===== src/rtl/id_sequencer.sv =====
// Producer side of the control-ID interface: accepts decoded IDs, stretches
// multi-cycle operations, flushes on taken branches and parks in halt.
module id_sequencer #(
  parameter int ID_WIDTH     = 7,
  parameter int MEM_WAIT     = 2,
  parameter int RESET_CYCLES = 2,
  parameter int NOP_ID       = 74,
  parameter int HALT_ID      = 75
) (
  input  logic                clock,
  input  logic                reset,
  input  logic                instr_valid,
  input  logic [ID_WIDTH-1:0] instr_id,
  output logic                instr_ready,
  input  logic                take,
  input  logic                io_confirm,
  output logic [ID_WIDTH-1:0] id_out,
  output logic                pc_enable,
  output logic                flush,
  output logic                halted,
  output logic                illegal
);

  localparam int CNT_W  = (MEM_WAIT < 1) ? 1 : $clog2(MEM_WAIT + 1);
  localparam int RST_N  = (RESET_CYCLES < 1) ? 1 : RESET_CYCLES;
  localparam int RST_W  = (RST_N < 2) ? 1 : $clog2(RST_N);
  localparam logic [RST_W-1:0]    RST_LAST = RST_W'(RST_N - 1);
  localparam logic [ID_WIDTH-1:0] RST_ID   = ID_WIDTH'(100);
  localparam logic [ID_WIDTH-1:0] IO_ID    = ID_WIDTH'(71);

  typedef enum logic [2:0] {
    RST, FETCH, EXEC, MEM, IOWAIT, HALT
  } state_t;

  typedef enum logic [2:0] {
    C_MEM, C_IO, C_HALT, C_SOFTRST, C_BRANCH, C_PLAIN, C_ILLEGAL
  } class_t;

  state_t              state;
  logic [CNT_W-1:0]    cnt;
  logic [RST_W-1:0]    rstcnt;
  logic [ID_WIDTH-1:0] lid;
  class_t              lid_class;

  // Sorts an ID into the behaviour class that decides how EXEC proceeds.
  function automatic class_t classify(input logic [ID_WIDTH-1:0] id);
    int unsigned v;
    v = {{(32-ID_WIDTH){1'b0}}, id};
    if ((v >= 39 && v <= 55) || v == 67 || v == 68)
      return C_MEM;
    else if (v == 71)
      return C_IO;
    else if (v == 75)
      return C_HALT;
    else if (v == 100)
      return C_SOFTRST;
    else if (v == 38 || v == 72 || v == 73)
      return C_BRANCH;
    else if ((v >= 1 && v <= 37) || (v >= 56 && v <= 66) ||
             v == 69 || v == 70 || v == 74)
      return C_PLAIN;
    else
      return C_ILLEGAL;
  endfunction

  assign lid_class = classify(lid);

  always_ff @(posedge clock or negedge reset) begin
    if (!reset) begin
      state  <= RST;
      cnt    <= '0;
      rstcnt <= '0;
      lid    <= '0;
    end else begin
      case (state)
        RST: begin
          if (rstcnt == RST_LAST) begin
            rstcnt <= '0;
            state  <= FETCH;
          end else begin
            rstcnt <= rstcnt + 1'b1;
          end
        end
        FETCH: begin
          if (instr_valid) begin
            lid   <= instr_id;
            state <= EXEC;
          end
        end
        EXEC: begin
          case (lid_class)
            C_MEM: begin
              if (MEM_WAIT == 0) begin
                state <= FETCH;
              end else begin
                cnt   <= CNT_W'(MEM_WAIT);
                state <= MEM;
              end
            end
            C_IO:      state <= IOWAIT;
            C_HALT:    state <= HALT;
            C_SOFTRST: begin
              cnt    <= '0;
              rstcnt <= '0;
              state  <= RST;
            end
            default:   state <= FETCH;
          endcase
        end
        MEM: begin
          // Exit at cnt==1 so the counter never has to wrap through zero.
          if (cnt != '0)
            cnt <= cnt - 1'b1;
          if (cnt == CNT_W'(1))
            state <= FETCH;
        end
        IOWAIT: begin
          if (io_confirm)
            state <= FETCH;
        end
        HALT:    state <= HALT;
        default: state <= RST;
      endcase
    end
  end

  // Outputs decode from registered state; flush and IOWAIT pc_enable also
  // look at the live take/io_confirm inputs.
  always_comb begin
    id_out      = ID_WIDTH'(NOP_ID);
    instr_ready = 1'b0;
    pc_enable   = 1'b0;
    flush       = 1'b0;
    halted      = 1'b0;
    illegal     = 1'b0;
    case (state)
      RST: id_out = RST_ID;
      FETCH: begin
        id_out      = ID_WIDTH'(NOP_ID);
        instr_ready = 1'b1;
      end
      EXEC: begin
        id_out = lid;
        case (lid_class)
          C_MEM:    pc_enable = (MEM_WAIT == 0);
          C_BRANCH: begin
            pc_enable = 1'b1;
            flush     = take;
          end
          C_PLAIN:  pc_enable = 1'b1;
          C_ILLEGAL: begin
            id_out    = ID_WIDTH'(NOP_ID);
            illegal   = 1'b1;
            pc_enable = 1'b1;
          end
          default:  pc_enable = 1'b0;
        endcase
      end
      MEM: begin
        id_out    = lid;
        pc_enable = (cnt == CNT_W'(1));
      end
      IOWAIT: begin
        id_out    = IO_ID;
        pc_enable = io_confirm;
      end
      HALT: begin
        id_out = ID_WIDTH'(HALT_ID);
        halted = 1'b1;
      end
      default: id_out = RST_ID;
    endcase
  end

endmodule


===== config.mk =====
export PLATFORM = sky130hd
export DESIGN_NAME = id_sequencer
export DESIGN_NICKNAME = d
export VERILOG_FILES = /design/src/rtl/id_sequencer.sv
export SDC_FILE = /design/constraint.sdc
export NUM_CORES = 1
export LEC_CHECK = 0
export CORE_MARGIN = 1.5
export CORE_UTILIZATION = 53
export DETAILED_ROUTE_END_ITERATION = 10
export MAX_ROUTING_LAYER = met4
export PLACE_DENSITY = 0.8
export REMOVE_ABC_BUFFERS = 1
export SYNTH_ARGS = -nofsm -noshare
export SYNTH_HDL_FRONTEND = slang
export SYNTH_SLANG_ARGS = --single-unit

===== constraint.sdc =====
create_clock -name clock -period 4.8 [get_ports clock]
set_clock_uncertainty 0.1 [all_clocks]
set_input_delay 0.72 -clock clock [delete_from_list [all_inputs] [get_ports clock]]
set_output_delay 0.72 -clock clock [all_outputs]
set_load 0.03 [all_outputs]

==> results of run 1 <==
[metal layers]
metal  GRT usage [%]  share of wire (%)  wire length (µm)  vias to the layer above
li1                -                  -                 -                      491
met1            30.7                 45              1130                      490
met2            39.7                 49              1240                       27
met3            1.13                4.1               104                        5
met4            14.1                1.4                36                        0
met5               -                  0                 0                        -
[power by group through the flow]
stage / clock network [W] / registers (W) / logic [W]
CTS: 0.0000722 / 0.000283 / 0.000640
floorplan: 0 / 0.000248 / 0.000458
global placement: 0 / 0.000280 / 0.000628
global route: 0.0000762 / 0.000300 / 0.000690
finish: 0.0000710 / 0.000289 / 0.000638
detailed placement: 0 / 0.000287 / 0.000639
[logic make-up after synthesis]
family / Yosys count
and+or+nand+nor: 51
DFF: 13
adders and majority gates: 2
xor gates and xnor gates: 1
muxes: 6
buffers and inverters: 17
AOI/OAI and AO/OA: 36
[metrics by stage]
stage	power [W]	area, µm²	setup slack (ps)
floorplan	0.000705	1010	1670
global placement	0.000908	1270	1340
detailed placement	0.000926	1270	1270
CTS	0.000996	1300	949
global route	0.00107	1300	833
finish	0.000998	1300	951
[state kept, by name (all words and copies together) (netlist names)]
name / count
state: 3
lid: 7
rstcnt: 1
cnt: 2
[worst min-delay path by stage]
stage	endpoint	slack, ps
after floorplan	cnt[0]$_DFFE_PN0P_	320
after global placement	rstcnt$_DFFE_PN0P_	370
after detailed placement	rstcnt$_DFFE_PN0P_	370
after CTS	rstcnt$_DFFE_PN0P_	380
after global routing	rstcnt$_DFFE_PN0P_	420
final	rstcnt$_DFFE_PN0P_	380
[area by class of cell]
| cell class | instances | area [µm²] | area share, % |
|---|---|---|---|
| Sequential cell | 13 | 325 | 25.0 |
| Tap cell | 27 | 33.8 | 2.60 |
| Clock buffer | 4 | 26.3 | 2.02 |
| Inverter | 5 | 18.8 | 1.44 |
| Multi-Input combinational cell | 96 | 666 | 51.2 |
| Timing Repair Buffer | 23 | 230 | 17.7 |
[layout by cell type (no fill, tap or decap), types with 2 or more instances in the layout]
cell type	netlist	final
nor2_1	9	9
ha_1	2	2
nand2_1	13	13
o21ai_0	8	8
o221a_2	2	2
nand3_1	4	4
and3_1	2	2
and2_1	2	2
mux2_2	6	6
clkbuf_4	0	3
nor4b_1	2	2
dfrtp_1	13	13
or3_1	3	3
a21oi_1	4	4
o31ai_1	3	3
inv_1	5	5
nand2b_1	4	4
o211ai_1	2	2
clkdlybuf4s50_1	0	23
nor2b_1	3	3
a22o_1	2	2
==> flow_metrics.env, run 1 <==
export IMPL_synth_xor_area_share_pct=0.814
export IMPL_ys_warn_count=0
export IMPL_first_pass_iters=5
export IMPL_r2r_start="lid[3]$_DFFE_PN0P_"
export IMPL_cp_num_cells=6
export IMPL_switching_share_pct=50.8
export IMPL_slew_headroom_pct=59.2
export IMPL_routedWlPerCell_um=15.0
export IMPL_reg2reg_to="rstcnt$_DFFE_PN0P_"
export IMPL_holdPathStages=1
export IMPL_r2r_setup_slack_ps=2660
export IMPL_clk_pin_slew_ps=80
export IMPL_hold_violations=0
export IMPL_yosys_area_top_type="dfrtp_1"
export IMPL_max_freq_ghz=0.260
export IMPL_p_comb_share_pct=64.0
export IMPL_chipWidth_um=48.1
export IMPL_setup_viol=0
export IMPL_area_growth_syn_to_layout_pct=20.8
export IMPL_arrival_ps=3030
export IMPL_synthCells=126
export IMPL_seqPwrFrac_pct=28.9
export IMPL_fin_setup_tns_ps=0
export IMPL_grt_pass1_vias=911
export IMPL_yosys_area_share_adder_pct=2.33
export IMPL_cp_cell_sequence="or3_4, or4b_4, nand2_2, or3_1, o221a_2, clkdlybuf4s50_1"
export IMPL_postCtsHoldBufs=0
export IMPL_fp_row_count=16
export IMPL_port_buffers=23
export IMPL_antenna_found_initial=0
export IMPL_crit_buf_inv=1
export IMPL_hold_path_class="register to register"
export IMPL_post_cts_setup_buffers=0
export IMPL_cellLeakagePower_nw=0.517
export IMPL_postCtsResizedCells=0
export IMPL_cts_htree_levels=1
export IMPL_vias_per_cell=6.03
export IMPL_synth_edf_count=0
export IMPL_cts_inserted_buffers=3
export IMPL_ant_nets=0
export IMPL_drt_wl_total_mm=2.51
export IMPL_rsz0062_at_grt="false"
export IMPL_hold_slack_ps=383
export IMPL_post_route_util_pct=66.9
export IMPL_p_clk_share_pct=7.1
export IMPL_grt_max_degree=20
export IMPL_ios=24
export IMPL_avgSynthCellArea_um2=8.54
export IMPL_slew_viol_final=0
export IMPL_synth_simple_area_share_pct=26.6
export IMPL_detailed_place_hpwl_mm=1.87
export IMPL_start_util_pct=55.4
export IMPL_cts_buffer_depth=2
export IMPL_period_share_pct=80.2
export IMPL_synth_top_family_by_area="simple AND/OR/NAND/NOR gates"
export IMPL_yosys_cell_types_count=47
export IMPL_grt_pass1_wl_mm=3.84
export IMPL_synth_main_ff_cell="dfrtp_1"
export IMPL_syn_area_um2=1080
export IMPL_grt_remaining_overflow=0
export IMPL_power_density_nw_per_um2=767
export IMPL_p_switching_w=0.000506
export IMPL_track_usage_pct=24.7
export IMPL_clock_sinks=13
export IMPL_endpoint_kind="primary output"
export IMPL_drc=0
export IMPL_async_flop_share_pct=100
export IMPL_crit_fanout=10
export IMPL_worst_pin_slew_ps=610
export IMPL_fin_cells=168
export IMPL_critPathLaunchType="register"
export IMPL_crit_start="lid[3]$_DFFE_PN0P_"
export IMPL_drive_above_1_share_pct=14.2
export IMPL_p_int_w=0.000491
export IMPL_path_delay_family="simple AND/OR/NAND/NOR gates"
export IMPL_fin_crit_ps=3850
export IMPL_fillers=191
export IMPL_reg2reg_depth=5
export IMPL_clock_insertion_delay_worst_skew_ps=290
export IMPL_cts_root_buf="clkbuf_4"
export IMPL_ir_drop_uv=503
export IMPL_critPathCapture="id_out[2]"
export IMPL_muxShareOfSynthArea_pct=6.28
export IMPL_max_stage_delay_ps=660
export IMPL_ys_top_cells_by_count="13 x dfrtp_1, 13 x nand2_1, 9 x nor2_1"
export IMPL_required_ps=3980
export IMPL_nets=156
export IMPL_max_cap_violations=0
export IMPL_netlist_area_leader_share_pct=30.2
export IMPL_synth_area_leaders="dfrtp_1 30%, mux2_2 6.3%, nand2_1 4.5%, o21ai_0 3.7%, nor2_1 3.1%"
export IMPL_dieHeight_um=48.1
export IMPL_cp_slowest_cell="clkdlybuf4s50_1"
export IMPL_fp_coreArea_um2=1940
export IMPL_die_area_um2=2310
export IMPL_hold_start="rstcnt$_DFFE_PN0P_"
export IMPL_drt_iter0_markers=26
export IMPL_synth_seq_area_share_pct=30.2
export IMPL_outcome="complete, no violations"
export IMPL_cts_tree="done"
export IMPL_synth_seq_cells=13
export IMPL_num_vias=1013
export IMPL_criticalPathCategory="register to primary output"
export IMPL_dpl_cell_count=164
export IMPL_synth_compound_gate_area_share_pct=25.8
export IMPL_globalplace_congestion=0.873
export IMPL_diodes=0
No activity file was read; power rests on OpenSTA's default activity.
==> inputs of run 2 (changes only) <==
CORE_UTILIZATION = 45   (was 53)
PLACE_DENSITY = 0.72   (was 0.8)
clock period = 3.3 ns   (was 4.8 ns; I/O delays follow)
==> flow_metrics.env, run 2 (synthesis results as in run 1) <==
export IMPL_fp_coreArea_um2=2230
export IMPL_cts_htree_levels=1
export IMPL_diodes=0
export IMPL_first_pass_iters=6
export IMPL_ir_drop_uv=572
export IMPL_chipWidth_um=51.9
export IMPL_drt_wl_total_mm=2.73
export IMPL_drive_above_1_share_pct=20.1
export IMPL_p_switching_w=0.000753
export IMPL_endpoint_kind="primary output"
export IMPL_slew_viol_final=0
export IMPL_ios=24
export IMPL_reg2reg_depth=5
export IMPL_antenna_found_initial=0
export IMPL_hold_violations=0
export IMPL_nets=164
export IMPL_worst_pin_slew_ps=628
export IMPL_postCtsHoldBufs=0
export IMPL_finalPower_w=0.00149
export IMPL_drc=0
export IMPL_fin_setup_tns_ps=0
export IMPL_post_cts_setup_buffers=0
export IMPL_seqPwrFrac_pct=25.0
export IMPL_rsz0062_at_grt="false"
export IMPL_cts_tree="done"
export IMPL_slew_headroom_pct=58.0
export IMPL_setup_viol=0
export IMPL_fp_row_count=17
export IMPL_clk_pin_slew_ps=100
export IMPL_reg_top3="lid (7), state (3), cnt (2)"
export IMPL_fin_crit_ps=3160
export IMPL_arrival_ps=2560
export IMPL_cellLeakagePower_nw=0.591
export IMPL_cts_root_buf="clkbuf_4"
export IMPL_grt_pass1_vias=1020
export IMPL_criticalPathCategory="register to primary output"
export IMPL_max_cap_violations=0
export IMPL_largest_reg_flops=7
export IMPL_postCtsResizedCells=8
export IMPL_track_usage_pct=24.0
export IMPL_die_area_um2=2690
export IMPL_dp_slack_ps=61.1
export IMPL_worst_slack_ps=145
export IMPL_p_int_w=0.000734
export IMPL_vias_per_cell=5.99
export IMPL_grt_max_degree=14
export IMPL_p_comb_share_pct=67.8
export IMPL_detailed_place_hpwl_mm=2.07
export IMPL_hold_path_class="register to register"
export IMPL_grt_pass1_wl_mm=4.64
export IMPL_cts_inserted_buffers=3
export IMPL_ant_nets=0
export IMPL_drt_iter0_markers=45
export IMPL_top_register="lid"
export IMPL_clock_insertion_delay_worst_skew_ps=290
export IMPL_area_growth_syn_to_layout_pct=26.4
export IMPL_globalplace_congestion=0.924
export IMPL_outcome="complete, no violations"
export IMPL_start_util_pct=48.2
export IMPL_holdPathStages=1
export IMPL_clock_sinks=13
export IMPL_required_ps=2700
export IMPL_power_density_nw_per_um2=1090
export IMPL_routedWlPerCell_um=15.4
export IMPL_layout_commonest_cell="clkdlybuf4s50_1"
export IMPL_switching_share_pct=50.6
export IMPL_critPathLaunchType="register"
export IMPL_grt_remaining_overflow=0
export IMPL_port_buffers=23
export IMPL_dieHeight_um=51.9
export IMPL_layout_common_cells="14 x clkdlybuf4s50_1, 13 x nand2_1, 13 x dfrtp_1"
export IMPL_cts_buffer_depth=2
export IMPL_num_vias=1060
export IMPL_period_share_pct=95.6
export IMPL_max_freq_ghz=0.317
export IMPL_crit_fanout=8
export IMPL_p_clk_share_pct=7.2
## run 2: per-layer routing
metal  global-route usage [%]  share of wire (%)  vias to the layer above
li1                         -                  -                      516
met1                     29.6                 45                      518
met2                     40.5                 52                       26
met3                     5.46                3.2                        0
met4                     4.82                  0                        0
met5                        -                  0                        -
## run 2: area by class of cell
class                   count  area (µm²)
clock buffers               3        22.5
clock inverters             1        5.00
fillers                   216         873
inverters                   5        18.8
multi-input cells          96         671
flip-flops and latches     13         325
well taps                  28        35.0
repair buffers             31         283
## run 2: power by group through the flow
stage | Clock [W] | Sequential, W | Combinational [W]
after floorplan | 0 | 0.000360 | 0.000666
after global placement | 0 | 0.000362 | 0.00103
after detailed placement | 0 | 0.000371 | 0.00104
after CTS | 0.000110 | 0.000368 | 0.000996
after global routing | 0.000119 | 0.000390 | 0.00110
final | 0.000107 | 0.000372 | 0.00101
## run 2: per-stage QoR
step / cell area, µm² / std cells / hold WS [ps] / utilization, %
after floorplan: 1010 / 114 / 99.4 / -
after global placement: 1340 / 173 / 380 / 59.8
after detailed placement: 1340 / 173 / 380 / 59.8
after CTS: 1350 / 177 / 394 / 60.6
after global routing: 1360 / 177 / 437 / 60.9
final: 1360 / 177 / 385 / 60.9
## run 2: worst paths after layout
check                                  endpoint                from  slack [ps]
max reg2reg                  rstcnt$_DFFE_PN0P_  lid[4]$_DFFE_PN0P_        1190
min in group asynchronous  state[2]$_DFFE_PN0P_               reset         480
min                          rstcnt$_DFFE_PN0P_  rstcnt$_DFFE_PN0P_         380
max                                   id_out[5]  lid[4]$_DFFE_PN0P_         140
min reg2reg                  rstcnt$_DFFE_PN0P_  rstcnt$_DFFE_PN0P_         380
max in group asynchronous    lid[1]$_DFFE_PN0P_               reset        2190
## run 2: critical path: stages (launching register included)
cell	delay [ps]
dfrtp_1	480
or3_4	420
or4b_4	550
nand2_2	90
or3_4	160
a2bb2oi_1	150
dlygate4sd2_1	420
